==> src/rtl/scan_decoder.sv <==
// scan_decoder: registered N-to-2^N one-hot decoder with load and prescaled auto-scan
// Ports: clk, reset (async, active-high); enable, load, address, scan, divisor in;
//        out (one-hot select), index, wrap (sweep-complete pulse), active out.
module scan_decoder #(
  parameter int ADDR_WIDTH = 2,
  parameter int DIV_WIDTH = 8,
  localparam int NOUT = 1 << ADDR_WIDTH
) (
  input  logic                  clk,
  input  logic                  reset,
  input  logic                  enable,
  input  logic                  load,
  input  logic [ADDR_WIDTH-1:0] address,
  input  logic                  scan,
  input  logic [DIV_WIDTH-1:0]  divisor,
  output logic [NOUT-1:0]       out,
  output logic [ADDR_WIDTH-1:0] index,
  output logic                  wrap,
  output logic                  active
);
  typedef enum logic [1:0] {IDLE, HOLD, SCAN} state_t;
  state_t state, state_n;
  logic [DIV_WIDTH-1:0] tick, tick_n;
  logic [ADDR_WIDTH-1:0] index_n;
  logic step;
  always_comb begin
    // tick above a freshly lowered divisor counts as a match
    step = state == SCAN && enable && scan && !load && tick >= divisor;
    state_n = load ? (scan ? SCAN : HOLD) : (!enable || state == IDLE) ? state : scan ? SCAN : HOLD;
    index_n = load ? address : step ? index + 1'b1 : index;
    tick_n = (load || step || (state == HOLD && enable && scan)) ? '0 :
             (state == SCAN && enable && scan) ? tick + 1'b1 : tick;
  end
  always_ff @(posedge clk or posedge reset) begin
    if (reset) begin
      state <= IDLE;
      tick <= '0;
      index <= '0;
      out <= '0;
      wrap <= 1'b0;
      active <= 1'b0;
    end else begin
      state <= state_n;
      tick <= tick_n;
      index <= index_n;
      out <= (enable && state_n != IDLE) ? NOUT'(1) << index_n : '0;
      wrap <= step && &index;
      active <= state_n != IDLE;
    end
  end
endmodule

==> config.mk <==
export PLATFORM = sky130hd
export DESIGN_NAME = scan_decoder
export DESIGN_NICKNAME = d
export VERILOG_FILES = /design/src/rtl/scan_decoder.sv
export SDC_FILE = /design/constraint.sdc
export NUM_CORES = 1
export LEC_CHECK = 0
export CAP_MARGIN = 10
export CORE_MARGIN = 1
export CORE_UTILIZATION = 53
export DETAILED_ROUTE_END_ITERATION = 8
export PLACE_DENSITY_LB_ADDON = 0.25
export SKIP_LAST_GASP = 1
export SYNTH_ARGS = -nofsm -noshare
export SYNTH_HDL_FRONTEND = slang
export SYNTH_SLANG_ARGS = --single-unit
==> constraint.sdc <==
create_clock -name clk -period 3.1 [get_ports clk]
set_input_delay 0.62 -clock clk [delete_from_list [all_inputs] [get_ports clk]]
set_output_delay 0.62 -clock clk [all_outputs]
set_load 0.01 [all_outputs]
==> flow_metrics.env, run 1 <==
export IMPL_outcome="finished, final reports clean"
export IMPL_synth_nets=129
export IMPL_grt_pass1_vias=891
export IMPL_slew_viol_final=0
export IMPL_start_util_pct=59.4
export IMPL_utilization_pct=73.8
export IMPL_cts_sinks=18
export IMPL_power_density_nw_per_um2=344
export IMPL_ys_warnings_count=0
export IMPL_max_slew_margin_rel_pct=54.6
export IMPL_p_leak_nw=0.621
export IMPL_final_common_cell="clkdlybuf4s50_1"
export IMPL_mappedNetlistArea_um2=1070
export IMPL_setup_worst_path_start_class="primary input"
export IMPL_cpPeakStageDelay_ns=0.46
export IMPL_wire_per_inst_um=14.4
export IMPL_antenna_left=0
export IMPL_async_flop_share_pct=100
export IMPL_cp_cell_sequence="clkdlybuf4s50_1 > inv_1 > ha_1 > nand2_2 > o41ai_2 > and2_4 > mux2_4 > nor4_1"
export IMPL_worst_slew_pin_slew_ns=0.680
export IMPL_required_ns=3.29
export IMPL_setup_viol=0
export IMPL_grt_setup_unrepaired="no"
export IMPL_drive_gt1_share_pct=8.66
export IMPL_fin_crit_sh_pct=84.5
export IMPL_ioPinCount=23
export IMPL_antenna_found_initial=0
export IMPL_core_area_um2=1800
export IMPL_maxCapViolations=0
export IMPL_io_buffers=22
export IMPL_synth_edf_count=0
export IMPL_track_usage_pct=25.8
export IMPL_path_class="in -> reg"
export IMPL_total_power_w=0.000457
export IMPL_rr_startpoint="tick[0]"
export IMPL_die_height_um=47.0
export IMPL_grt_ovfl_total=0
export IMPL_gp_congestion=0.753
export IMPL_syn_to_final_growth_pct=24.2
export IMPL_first_iter_violations=16
export IMPL_die_x_um=47.0
export IMPL_ys_seq_elements=18
export IMPL_dpl_hpwl_mm=1.79
export IMPL_min_path_cells=2
export IMPL_synth_seq_area_share_pct=42.1
export IMPL_hold_viol=0
export IMPL_synth_distinct_cells=35
export IMPL_clk_transition_reported_paths_ns=0.10
export IMPL_firstDrtPassIters=4
export IMPL_postCtsSetupBuffers=0
export IMPL_tritoncts="yes"
export IMPL_cts_made_buffers=3
export IMPL_avgSynthCellArea_um2=10.3
export IMPL_num_nets_final=154
export IMPL_drc=0
export IMPL_cpMaxStageDelayCell="o41ai_2"
export IMPL_min_to="state[0]"
export IMPL_rr_worst_depth=8
export IMPL_ir_drop_v=0.000314
export IMPL_synthCells=104
export IMPL_post_cts_resized=0
export IMPL_regArea_um2=450
export IMPL_min_from="state[0]"
export IMPL_fillers=151
export IMPL_insertion_delay_ns=0.29
export IMPL_post_route_min_period_ns=2.62
export IMPL_arrival_ns=2.81
export IMPL_end_kind="flop"
export IMPL_cp_max_fo=4
export IMPL_final_cell_mix="22 x clkdlybuf4s50_1, 18 x dfrtp_1, 16 x nor2_1"
export IMPL_die_area_um2=2200
export IMPL_clockBufferDepth=2
export IMPL_fp_row_count=15
export IMPL_fin_skew_ns=0.00354
export IMPL_via_per_inst=5.61
export IMPL_grt_max_degree=19
export IMPL_num_antenna_cells=0
export IMPL_reg2reg_slack_ns=0.74
export IMPL_grt_pass1_wl_mm=3.90
export IMPL_hold_class="reg -> reg"
export IMPL_r2r_end="out[2]"
export IMPL_htree_num_levels=1
export IMPL_wl_mm=2.19
export IMPL_cts_root_buf="clkbuf_4"
export IMPL_fmax_mhz=382
export IMPL_ctsHoldBuffers=0
export IMPL_synth_flop_cell="dfrtp_1"
export IMPL_tns_ns=0
export IMPL_multi_input_area_um2=568
export IMPL_num_vias=853
[logic make-up (layout without fill, tap and decap cells)]
family | count (synthesis) | count (layout) | share of synthesized area [%]
mux | 3 | 3 | 3.27
xor+xnor | 7 | 7 | 5.72
flops | 18 | 18 | 42.1
compound gates | 15 | 15 | 12.6
buf+inv | 12 | 35 | 4.91
simple gates | 39 | 39 | 19.7
fa+ha+maj | 10 | 10 | 11.7
[final cells by class]
| cell class | instances | share of cell area (%) |
|---|---|---|
| clock buffers | 3 | 1.69 |
| inverters | 10 | 2.82 |
| multi-input cells | 74 | 42.7 |
| flip-flops and latches | 18 | 33.9 |
| well taps | 25 | 2.35 |
| repair buffers | 22 | 16.6 |
[Yosys cell counts (all sizes together), types with 2 or more instances]
| cell type | count | area, um^2 |
|---|---|---|
| nand4 | 2 | 12.5 |
| mux2i | 2 | 20.0 |
| a211oi | 2 | 15.0 |
| ha | 10 | 125 |
| nor2 | 16 | 60.1 |
| o21ai | 2 | 10.0 |
| xor2 | 5 | 43.8 |
| inv | 10 | 37.5 |
| a21oi | 4 | 20.0 |
| o21a | 2 | 16.3 |
| dfrtp | 18 | 450 |
| nand2b | 3 | 26.3 |
| nand2 | 8 | 32.5 |
| xnor2 | 2 | 17.5 |
[flip-flops by register name, indices dropped and copies added (netlist names)]
signal,count
tick,8
out,4
index,2
state,2
active,1
wrap,1
[worst max path at each step]
| stage | end | start | slack, ns | cells past startpoint |
|---|---|---|---|---|
| 6_report | out[2] | divisor[7] | 0.48 | 8 |
| 5_1_grt | out[2] | divisor[7] | 0.34 | 8 |
| 4_1_cts | out[3] | divisor[7] | 0.48 | 8 |
| 3_5_place_dp | out[3] | divisor[7] | 0.17 | 8 |
| 3_3_place_gp | out[1] | divisor[7] | 0.27 | 8 |
| 2_1_floorplan | out[1] | divisor[0] | 0.79 | 7 |
[routing by layer]
| metal | track usage, % | wire length (um) | part of all wire (%) |
|---|---|---|---|
| met4 | 2.86 | 16 | 0.73 |
| met5 | 0 | 0 | 0 |
| met2 | 48.3 | 1180 | 54 |
| met3 | 7.31 | 67 | 3.1 |
| met1 | 30.2 | 926 | 42 |
[power by group]
| part | internal (W) | switching [W] |
|---|---|---|
| clock | 0.0000452 | 0.0000692 |
| combinational | 0.0000481 | 0.0000426 |
| sequential | 0.000244 | 0.00000753 |
| total | 0.000338 | 0.000119 |
[worst max-delay path, delay by kind of cell]
family,cells,cell delay (ns)
AND/OR/NAND/NOR,3,0.60
adder cells (fa/ha/maj),1,0.31
AO/OA/AOI/OAI,1,0.46
buffers and inverters,2,0.49
multiplexers,1,0.33
[through the flow]
| step | hold WS (ns) | instances | cell area, um^2 | setup WS [ns] |
|---|---|---|---|---|
| after CTS | 0.582 | 152 | 1330 | 0.481 |
| after global routing | 0.617 | 152 | 1330 | 0.336 |
| final | 0.576 | 152 | 1330 | 0.479 |
| after detailed placement | 0.550 | 149 | 1310 | 0.171 |
| after floorplan | 0.503 | 104 | 1070 | 0.790 |
| after global placement | 0.529 | 149 | 1310 | 0.270 |
(Power assumes the default switching activity.)
==> inputs of run 2 (changes only) <==
--- a/config.mk
+++ b/config.mk
@@ -7,7 +7,7 @@
 export LEC_CHECK = 0
 export CAP_MARGIN = 10
 export CORE_MARGIN = 1
-export CORE_UTILIZATION = 53
+export CORE_UTILIZATION = 45
 export DETAILED_ROUTE_END_ITERATION = 8
 export PLACE_DENSITY_LB_ADDON = 0.25
 export SKIP_LAST_GASP = 1
==> constraint.sdc (replaced) <==
create_clock -name clk -period 2.2 [get_ports clk]
set_input_delay 0.44 -clock clk [delete_from_list [all_inputs] [get_ports clk]]
set_output_delay 0.44 -clock clk [all_outputs]
set_load 0.01 [all_outputs]
==> flow_metrics.env, run 2 (synthesis gave the netlist of run 1 again) <==
export IMPL_ctsHoldBuffers=0
export IMPL_gp_congestion=0.772
export IMPL_dpl_hpwl_mm=1.64
export IMPL_first_iter_violations=5
export IMPL_core_area_um2=2230
export IMPL_top_register="tick"
export IMPL_tritoncts="yes"
export IMPL_num_nets_final=164
export IMPL_num_vias=847
export IMPL_num_antenna_cells=0
export IMPL_grt_max_degree=19
export IMPL_hold_class="in -> async"
export IMPL_fin_ws_ns=-0.0576
export IMPL_antenna_left=0
export IMPL_die_x_um=50.8
export IMPL_cpMaxStageDelayCell="clkdlybuf4s50_1"
export IMPL_ir_drop_v=0.000435
export IMPL_cp_cell_sequence="clkdlybuf4s50_1 > inv_1 > ha_1 > nand2_2 > o41ai_4 > and2_4 > mux2_4 > o2111a_1"
export IMPL_cpPeakStageDelay_ns=0.45
export IMPL_setup_worst_path_start_class="primary input"
export IMPL_fin_skew_ns=0.00274
export IMPL_start_util_pct=48.0
export IMPL_largestRegisters="tick (8), out (4)"
export IMPL_final_cell_mix="19 x clkdlybuf4s50_1, 18 x dfrtp_1, 16 x nor2_1"
export IMPL_post_place_ws_ns=-0.503
export IMPL_antenna_found_initial=0
export IMPL_insertion_delay_ns=0.29
export IMPL_p_leak_nw=0.702
export IMPL_grt_pass1_wl_mm=3.69
export IMPL_htree_num_levels=1
export IMPL_grt_ovfl_total=0
export IMPL_clockBufferDepth=2
export IMPL_slew_viol_final=0
export IMPL_wl_mm=2.16
export IMPL_die_area_um2=2580
export IMPL_total_power_w=0.000706
export IMPL_crit_family="compound AO/OA/AOI/OAI gates"
export IMPL_fp_row_count=17
export IMPL_worst_slew_pin_slew_ns=0.676
export IMPL_multi_input_area_um2=629
export IMPL_drive_gt1_share_pct=21.0
export IMPL_via_per_inst=5.10
export IMPL_fillers=181
export IMPL_grt_setup_unrepaired="yes"
export IMPL_drc=0
export IMPL_final_common_cell="clkdlybuf4s50_1"
export IMPL_die_height_um=50.8
export IMPL_largest_reg_flops=8
export IMPL_firstDrtPassIters=4
export IMPL_syn_to_final_growth_pct=38.2
export IMPL_cts_root_buf="clkbuf_4"
export IMPL_arrival_ns=2.45
export IMPL_maxCapViolations=0
export IMPL_regArea_um2=450
export IMPL_max_slew_margin_rel_pct=54.9
export IMPL_track_usage_pct=19.8
export IMPL_fin_crit_sh_pct=103
export IMPL_end_kind="flop"
export IMPL_setup_viol=5
export IMPL_cp_max_fo=4
export IMPL_path_class="in -> reg"
export IMPL_clk_transition_reported_paths_ns=0.11
export IMPL_cts_sinks=18
export IMPL_fmax_mhz=443
export IMPL_critPathBufInv=2
export IMPL_cts_made_buffers=3
export IMPL_outcome="finished, violations left"
export IMPL_post_route_min_period_ns=2.26
export IMPL_wire_per_inst_um=13.0
export IMPL_power_density_nw_per_um2=477
export IMPL_ioPinCount=23
export IMPL_grt_pass1_vias=863
export IMPL_hold_viol=0
export IMPL_required_ns=2.40
export IMPL_io_buffers=22
export IMPL_violations="setup timing"
## run 2: changes by cell type in the layout (fill, tap and decap cells not counted), moves of 2 or more
cell	change
ha_1	-3
ha_4	+2
buf_4	+10
clkdlybuf4s50_1	-3
dlygate4sd2_1	+3
## run 2: final timing paths
path,startpoint,to,slack (ns),cells after the start
hold reg to reg,state[0],state[0],0.57,2
max in group asynchronous,reset,tick[0],1.24,2
setup / recovery,divisor[7],out[1],-0.06,8
min in group clk,state[0],state[0],0.57,2
hold / removal,reset,wrap,0.53,2
setup reg to reg,tick[0],out[3],-0.03,8
## run 2: stage by stage
stage | setup TNS, ns | std cells | area (um^2) | hold slack [ns] | util [%]
floorplan | 0 | 104 | 1070 | 0.379 | -
global placement | -3.35 | 161 | 1380 | 0.534 | 61.7
detailed placement | -4.18 | 161 | 1380 | 0.542 | 61.7
CTS | -0.147 | 166 | 1470 | 0.559 | 65.6
global route | -0.650 | 166 | 1480 | 0.610 | 66.3
finish | -0.156 | 166 | 1480 | 0.533 | 66.3
## run 2: power breakdown
group	internal, W	total [W]	switching (W)
registers	0.000344	0.000354	0.00000937
clock network	0.000101	0.000210	0.000109
logic	0.0000772	0.000143	0.0000657
total	0.000522	0.000706	0.000184
## run 2: layout make-up
cell class,count,area share (%)
Clock buffer,4,2.45
Inverter,10,2.54
Multi-Input combinational cell,74,42.5
Sequential cell,18,30.4
Tap cell,28,2.37
Timing Repair Buffer,32,19.7
## run 2: timing repair
| action | 4_1_cts | 5_1_grt |
|---|---|---|
| buffers inserted | 1 | 0 |
| hold endpoints to repair | 0 | 0 |
| setup endpoints to repair | 6 | 5 |
| pin swaps | 7 | 0 |
| resized for setup | 10 | 2 |
## run 2: metal layers
metal | vias to the layer above | wire length (um) | global-route usage [%]
li1 | 430 | - | -
met1 | 407 | 1010 | 24.1
met2 | 8 | 1090 | 33.8
met3 | 2 | 41 | 3.64
met4 | 0 | 14 | 8.80
met5 | - | 0 | 0
==> inputs of run 3 (changes only) <==
==> constraint.sdc (replaced) <==
create_clock -name clk -period 2.2 [get_ports clk]
set_input_delay 0.44 -clock clk [delete_from_list [all_inputs] [get_ports clk]]
set_output_delay 0.44 -clock clk [all_outputs]
set_load 0.02 [all_outputs]
==> results of run 3 <==
The final DEF is identical to that of run 2. Status: finished, violations left: setup timing.
Main changes from that run: total power 0.000706 W -> 0.000713 W
